[src/rtl/costas_phase_detector_if.sv]
`default_nettype none
// ============================================================================
// Module   : costas_phase_detector_if
// Brief    : Sample-in / phase-error-out bundle for the Costas discriminator.
// Revision : 1.0
// ============================================================================
interface costas_phase_detector_if #(
    parameter int IW = 16
);
    logic                 sample_valid;
    logic signed [IW-1:0] i_in;
    logic signed [IW-1:0] q_in;
    logic                 clear;
    logic signed [31:0]   phase_error;
    logic                 phase_valid;
    logic                 locked;

    modport master (
        output sample_valid, i_in, q_in, clear,
        input  phase_error, phase_valid, locked
    );

    modport slave (
        input  sample_valid, i_in, q_in, clear,
        output phase_error, phase_valid, locked
    );
endinterface
`default_nettype wire

[src/rtl/costas_phase_detector.sv]
`default_nettype none
// ============================================================================
// Module   : costas_phase_detector
// Brief    : Integrate-and-dump Costas discriminator with hysteretic lock flag.
// Revision : 1.0
// ============================================================================
module costas_phase_detector #(
    parameter int IW       = 16,
    parameter int LOG2N    = 4,
    parameter int MODE     = 0,
    parameter int SHIFT    = 8,
    parameter int LOCK_CNT = 8
) (
    input  wire logic                clk,
    input  wire logic                rst,
    costas_phase_detector_if.slave   bus
);
    localparam int c_aw = IW + LOG2N;
    localparam int c_pw = (2 * c_aw > 33) ? 2 * c_aw : 33;
    localparam logic signed [c_pw-1:0] c_pos_lim = {{(c_pw-32){1'b0}}, 32'h7FFF_FFFF};
    localparam logic signed [c_pw-1:0] c_neg_lim = {{(c_pw-31){1'b1}}, 31'h0};
    localparam logic [7:0]             c_lock_max = 8'(LOCK_CNT);

    logic signed [c_aw-1:0]  w_smp_i, w_smp_q;
    logic signed [c_aw-1:0]  r_acc_i, r_acc_q, r_dump_i, r_dump_q;
    logic [LOG2N-1:0]        r_cnt;
    logic                    r_v1, r_v2, r_v3;
    logic signed [c_pw-1:0]  w_ext_q, w_raw, r_raw, w_shift;
    logic [c_aw-1:0]         w_abs_i, w_abs_q, r_abs_i, r_abs_q;
    logic                    w_qual, r_qual3;
    logic signed [31:0]      w_sat, r_err3, r_phase_error;
    logic                    r_phase_valid, r_locked;
    logic [7:0]              r_lock_cnt, w_lock_nxt;

    assign w_smp_i = {{LOG2N{bus.i_in[IW-1]}}, bus.i_in};
    assign w_smp_q = {{LOG2N{bus.q_in[IW-1]}}, bus.q_in};

    // Stage 1: accumulate; the N-th sample goes straight into the dump latch
    always_ff @(posedge clk or posedge rst) begin
        if (rst) begin
            r_acc_i  <= '0;
            r_acc_q  <= '0;
            r_dump_i <= '0;
            r_dump_q <= '0;
            r_cnt    <= '0;
            r_v1     <= 1'b0;
        end else if (bus.clear) begin
            r_acc_i  <= '0;
            r_acc_q  <= '0;
            r_cnt    <= '0;
            r_v1     <= 1'b0;
        end else begin
            r_v1 <= 1'b0;
            if (bus.sample_valid) begin
                r_cnt <= r_cnt + LOG2N'(1);
                if (&r_cnt) begin
                    r_dump_i <= r_acc_i + w_smp_i;
                    r_dump_q <= r_acc_q + w_smp_q;
                    r_acc_i  <= '0;
                    r_acc_q  <= '0;
                    r_v1     <= 1'b1;
                end else begin
                    r_acc_i  <= r_acc_i + w_smp_i;
                    r_acc_q  <= r_acc_q + w_smp_q;
                end
            end
        end
    end

    assign w_ext_q = {{(c_pw-c_aw){r_dump_q[c_aw-1]}}, r_dump_q};
    assign w_abs_i = r_dump_i[c_aw-1] ? -r_dump_i : r_dump_i;
    assign w_abs_q = r_dump_q[c_aw-1] ? -r_dump_q : r_dump_q;

    generate
        if (MODE == 0) begin : g_mode_product
            logic signed [c_pw-1:0] w_ext_i;
            assign w_ext_i = {{(c_pw-c_aw){r_dump_i[c_aw-1]}}, r_dump_i};
            assign w_raw   = w_ext_i * w_ext_q;
            assign w_shift = r_raw >>> SHIFT;
        end else begin : g_mode_sign
            // Wide enough that negating the most-negative Qsum is exact
            assign w_raw   = r_dump_i[c_aw-1] ? -w_ext_q : w_ext_q;
            assign w_shift = r_raw;
        end
    endgenerate

    always_comb begin
        w_sat = w_shift[31:0];
        if (w_shift > c_pos_lim) begin
            w_sat = 32'sh7FFF_FFFF;
        end else if (w_shift < c_neg_lim) begin
            w_sat = 32'sh8000_0000;
        end
    end

    assign w_qual = {1'b0, r_abs_i} > {r_abs_q, 1'b0};

    // Stages 2 and 3: multiply / sign-select, then shift and saturate
    always_ff @(posedge clk or posedge rst) begin
        if (rst) begin
            r_v2    <= 1'b0;
            r_v3    <= 1'b0;
            r_raw   <= '0;
            r_abs_i <= '0;
            r_abs_q <= '0;
            r_err3  <= '0;
            r_qual3 <= 1'b0;
        end else begin
            r_v2 <= r_v1 & ~bus.clear;
            r_v3 <= r_v2 & ~bus.clear;
            if (r_v1) begin
                r_raw   <= w_raw;
                r_abs_i <= w_abs_i;
                r_abs_q <= w_abs_q;
            end
            if (r_v2) begin
                r_err3  <= w_sat;
                r_qual3 <= w_qual;
            end
        end
    end

    always_comb begin
        w_lock_nxt = r_lock_cnt;
        if (r_qual3) begin
            if (r_lock_cnt != c_lock_max) w_lock_nxt = r_lock_cnt + 8'd1;
        end else if (r_lock_cnt != 8'd0) begin
            w_lock_nxt = r_lock_cnt - 8'd1;
        end
    end

    // Output stage: error, strobe and lock flag all move on the same edge
    always_ff @(posedge clk or posedge rst) begin
        if (rst) begin
            r_phase_error <= '0;
            r_phase_valid <= 1'b0;
            r_lock_cnt    <= '0;
            r_locked      <= 1'b0;
        end else begin
            r_phase_valid <= r_v3 & ~bus.clear;
            if (r_v3 && !bus.clear) begin
                r_phase_error <= r_err3;
                r_lock_cnt    <= w_lock_nxt;
                if (w_lock_nxt == c_lock_max) begin
                    r_locked <= 1'b1;
                end else if (w_lock_nxt == 8'd0) begin
                    r_locked <= 1'b0;
                end
            end
        end
    end

    assign bus.phase_error = r_phase_error;
    assign bus.phase_valid = r_phase_valid;
    assign bus.locked      = r_locked;
endmodule
`default_nettype wire

[src/flat_wrapper.sv]
// flat-port wrapper written by rule: the top's interface ports become plain ports
module costas_phase_detector_flat 
#(
    parameter int IW       = 16,
    parameter int LOG2N    = 4,
    parameter int MODE     = 0,
    parameter int SHIFT    = 8,
    parameter int LOCK_CNT = 8
)
  (clk, rst, bus_sample_valid, bus_i_in, bus_q_in, bus_clear, bus_phase_error, bus_phase_valid, bus_locked);
  costas_phase_detector_if #(.IW(IW)) bus_i ();
  input  wire logic clk;
  input  wire logic rst;
  input wire logic [$bits(bus_i.sample_valid)-1:0] bus_sample_valid;
  input wire logic [$bits(bus_i.i_in)-1:0] bus_i_in;
  input wire logic [$bits(bus_i.q_in)-1:0] bus_q_in;
  input wire logic [$bits(bus_i.clear)-1:0] bus_clear;
  output wire logic [$bits(bus_i.phase_error)-1:0] bus_phase_error;
  output wire logic [$bits(bus_i.phase_valid)-1:0] bus_phase_valid;
  output wire logic [$bits(bus_i.locked)-1:0] bus_locked;
  assign bus_i.sample_valid = bus_sample_valid;
  assign bus_i.i_in = bus_i_in;
  assign bus_i.q_in = bus_q_in;
  assign bus_i.clear = bus_clear;
  assign bus_phase_error = bus_i.phase_error;
  assign bus_phase_valid = bus_i.phase_valid;
  assign bus_locked = bus_i.locked;
  costas_phase_detector #(.IW(IW), .LOG2N(LOG2N), .MODE(MODE), .SHIFT(SHIFT), .LOCK_CNT(LOCK_CNT)) u_core (.clk(clk), .rst(rst), .bus(bus_i));
endmodule
[config.mk]
export PLATFORM = sky130hd
export DESIGN_NAME = costas_phase_detector_flat
export DESIGN_NICKNAME = d
export VERILOG_FILES = /design/src/rtl/costas_phase_detector_if.sv /design/src/rtl/costas_phase_detector.sv /design/src/flat_wrapper.sv
export SDC_FILE = /design/constraint.sdc
export NUM_CORES = 2
export LEC_CHECK = 0
export CAP_MARGIN = 20
export CORE_MARGIN = 2
export CORE_UTILIZATION = 30
export CTS_BUF_LIST = sky130_fd_sc_hd__clkbuf_4 sky130_fd_sc_hd__clkbuf_8 sky130_fd_sc_hd__clkbuf_16
export CTS_CLUSTER_DIAMETER = 150
export CTS_CLUSTER_SIZE = 12
export DETAILED_ROUTE_END_ITERATION = 8
export GPL_TIMING_DRIVEN = 0
export PLACE_DENSITY_LB_ADDON = 0.3
export SYNTH_ARGS = -nofsm -noshare
export SYNTH_HDL_FRONTEND = slang
export SYNTH_SLANG_ARGS = --single-unit
[constraint.sdc]
create_clock -name clk -period 9.47 [get_ports clk]
set_input_delay 1.894 -clock clk [delete_from_list [all_inputs] [get_ports clk]]
set_output_delay 1.894 -clock clk [all_outputs]
set_load 0.1 [all_outputs]
==> results.md <==
* Outcome: complete, no violations
* Setup TNS at 0 ns
* Synth async-reset ratio at 1.00
* Clk root buf: clkbuf_16
* Htree depth at 1
* Initial Util at 0.304
* RSZ-0062 raised after global routing: no
* Worst EP arrival at ~9.2 ns
* DR vias/cell at 4.68
* Logic gate share of total power at 0.164
* Mapped Area at about 0.026 mm^2
* Reg clk slew, reported paths at roughly 0.060 ns
* Post-cts resize count at 0
* Yosys warnings at 0
* Placed instance count at between 3,000 and 4,000
* HPWL after DPL at roughly 56,000 um
* Post-route clock period utilization at 0.931
* HP Start: u_core.r_err3[0]$_DFFE_PP0P_
* Yosys cell types at between 60 and 70
* Critical path endpoint category: flip-flop
* EDFF count, synth at 0
* Min Tclk post-route at 8.82 ns
* Reg power frac at 0.467
* Die height at roughly 300 um
* Pwr per Cell Area at roughly 77 mW/mm^2
* Seq/Total Area, Yosys at 0.221
* Antenna cells at 0
* Nets at around 3,400
* Worst-skew pair later-pin latency at approximately 0.54 ns
* FP Rows at roughly 110
* Synth Net Count at 3,327
* Max-slew headroom at 0.323
* Core Footprint at 0.0872 mm^2
* Top_reg_cell synth: dfrtp_1
* Critical path's slowest cell: fa_1
* Clock tree buffer depth at 3
* Worst setup SP type: flip-flop
* Synthesis-to-layout area growth at 10.6%
* GPL Wtd Cong at 0.910
* CP max FO at 10
* Clock Skews at 0.0268 ns
* Worst path most repeated cell: fa_1
* I/O Buffers at 68
* Router iterations before antenna repair at 7
* # hold bufs at CTS at 0
* Io pins at 70
* Number of global-route vias before repair at about 20,000
* Die area at 0.0907 mm^2
* Final Max Tran Viols at 0
* R2r startpoint: u_core.r_dump_i[19]$_DFFE_PP0P_
* Number of buffers created by CTS at 23
* Routed length per instance at ~18 um
* Worst min path class: flip-flop to flip-flop
* Slew at the pin closest to its max-slew limit at 1.02 ns
* Share of cells above drive strength 1 at 0.0521
* Worst Setup Path Type: flip-flop to flip-flop
* Fill count at 9,019
* FMAX at ~110 MHz
* Internal power at roughly 1.6 mW
* CP startpoint: u_core.r_dump_i[19]$_DFFE_PP0P_
* CTS tree: yes
* Cell Count, Final, Fillers Out at about 4,000
* Largest net degree at the start of global routing at 111
* Total routed wirelength at 69,300 um
* Peak VDD IR at approximately 0.000092 V
* DR vias at ~19,000
* DRC errors left at 0
* Syn avg cell area at slightly below 10 um^2
* Synth Instances at 2,703
* First-pass GRT wire length at 113,000 um
* Worst EP required at slightly below 10 ns
* Final hold vios at 0
* GRT Residual Overflow at 0
* Net Sw Frac at 0.275
* Standby leakage power at around 15 nW
* Max-Cap Viols at 0
* Setup bufs post-CTS at 0
* Clk sinks at 234
* Initial antenna violation count at 1
* Starting DRC count in detailed routing at 968
* Setup violations, final at 0
* Register bit total from synthesis at about 230
* Clock power frac at 0.369
* Detail Route Antenna Nets at 0
* Width of the die at about 300 um
* GRT Total Usage at 0.160
* Psw at between 0.6 and 0.7 mW
* CP max stage delay at roughly 0.84 ns
placed cells by master (no fill, tap or decap), drive strengths merged, types with 14 or more instances in the layout:
| cell type | count |
|---|---|
| inv | 480 |
| fa | 421 |
| nand2 | 328 |
| dfrtp | 234 |
| and2 | 214 |
| ha | 167 |
| clkbuf | 164 |
| mux2 | 98 |
| nor2 | 93 |
| a21oi | 93 |
| clkdlybuf4s50 | 68 |
| xnor2 | 62 |
| xor2 | 55 |
| o21ai | 49 |
| a22o | 40 |
| a21o | 26 |
| nand3 | 19 |
| nor3 | 15 |
| or3 | 14 |
| o31ai | 14 |
path summary, 6_finish.rpt:
check | to | depth (start not counted) | slack, ns
max in group asynchronous | u_core.r_err3[26]$_DFFE_PP0P_ | 4 | 6.37
min in group asynchronous | u_core.r_acc_i[4]$_DFFE_PP0P_ | 2 | 1.76
worst min register to register | u_core.bus.phase_error[0]$_DFFE_PP0P_ | 2 | 0.46
worst min-delay path | u_core.bus.phase_error[0]$_DFFE_PP0P_ | 2 | 0.46
worst max-delay path | u_core.r_raw[38]$_DFFE_PP0P_ | 25 | 0.65
worst max register to register | u_core.r_raw[38]$_DFFE_PP0P_ | 25 | 0.65
sequential cells by signal, summed over array words and instances, names as in the netlist, 8 cells and up:
name / cells
u_core.bus.phase_error: 32
u_core.r_abs_i: 20
u_core.r_acc_i: 20
u_core.r_acc_q: 20
u_core.r_err3: 32
u_core.r_raw: 32
u_core.r_lock_cnt: 8
u_core.r_dump_q: 20
u_core.r_abs_q: 20
u_core.r_dump_i: 20
power by group through the flow:
stage / logic, mW / registers, mW / clock network, mW
3_5_place_dp: 0.375 / 1.07 / 0
2_1_floorplan: 0.275 / 1.07 / 0
5_1_grt: 0.416 / 1.06 / 0.897
3_3_place_gp: 0.368 / 1.07 / 0
4_1_cts: 0.376 / 1.05 / 0.863
6_report: 0.369 / 1.05 / 0.830
worst max-delay path, delay by kind of cell, from the launching register on:
kind	cells	cell delay, ns
flops	1	0.37
buf+inv	7	1.67
compound gates	7	1.56
mux	1	0.26
fa+ha+maj	8	4.49
simple gates	1	0.22
xor+xnor	1	0.10
logic make-up after synthesis:
| family | after synthesis | share of synthesized area |
|---|---|---|
| AND/OR/NAND/NOR | 748 | 0.136 |
| multiplexers | 103 | 0.0437 |
| XOR/XNOR | 118 | 0.0395 |
| flip-flops | 234 | 0.221 |
| adder cells (fa/ha/maj) | 588 | 0.397 |
| AO/OA/AOI/OAI | 288 | 0.0737 |
| buffers and inverters | 624 | 0.0884 |
synth_stat cells (40+ instances only):
cell / number / area [um^2]
a21oi_1: 93 / 465
a22o_1: 40 / 350
and2_1: 214 / 1340
clkbuf_1: 139 / 522
dfrtp_1: 234 / 5860
fa_1: 421 / 8430
ha_1: 167 / 2090
inv_1: 479 / 1800
mux2_2: 97 / 1090
nand2_1: 328 / 1230
nor2_1: 93 / 349
o21ai_0: 48 / 240
xnor2_1: 62 / 543
xor2_1: 55 / 482
metal layers:
layer,wire (um),up-vias,part of all wire,global-route usage
met5,0,-,0,0
met2,33400,380,0.48,0.272
li1,-,8544,-,-
met1,30100,9473,0.43,0.209
met4,3000,0,0.043,0.0622
met3,2820,115,0.041,0.0164
layout make-up:
| cell class | instances | area [um^2] | share of cell area |
|---|---|---|---|
| buffer | 145 | 546 | 0.0186 |
| tap | 1155 | 1450 | 0.0493 |
| clock buffer | 25 | 597 | 0.0204 |
| inverter | 479 | 1810 | 0.0617 |
| timing repair buffer | 70 | 736 | 0.0251 |
| multi-input combinational | 1845 | 18300 | 0.624 |
| sequential | 234 | 5860 | 0.200 |
| clock inverter | 2 | 13.8 | 0.000470 |
metrics by stage:
step | cell area (um^2) | hold WS (ns) | setup WS, ns | util | total power [mW]
3_5_place_dp | 28700 | 0.460 | 0.389 | 0.329 | 1.44
4_1_cts | 29300 | 0.467 | 0.354 | 0.336 | 2.29
5_1_grt | 29300 | 0.490 | 0.167 | 0.336 | 2.37
3_3_place_gp | 28600 | 0.459 | -2.72 | 0.328 | 1.44
2_1_floorplan | 26500 | 0.435 | 1.16 | - | 1.34
6_report | 29300 | 0.463 | 0.650 | 0.336 | 2.25
(Power assumes the default switching activity.)
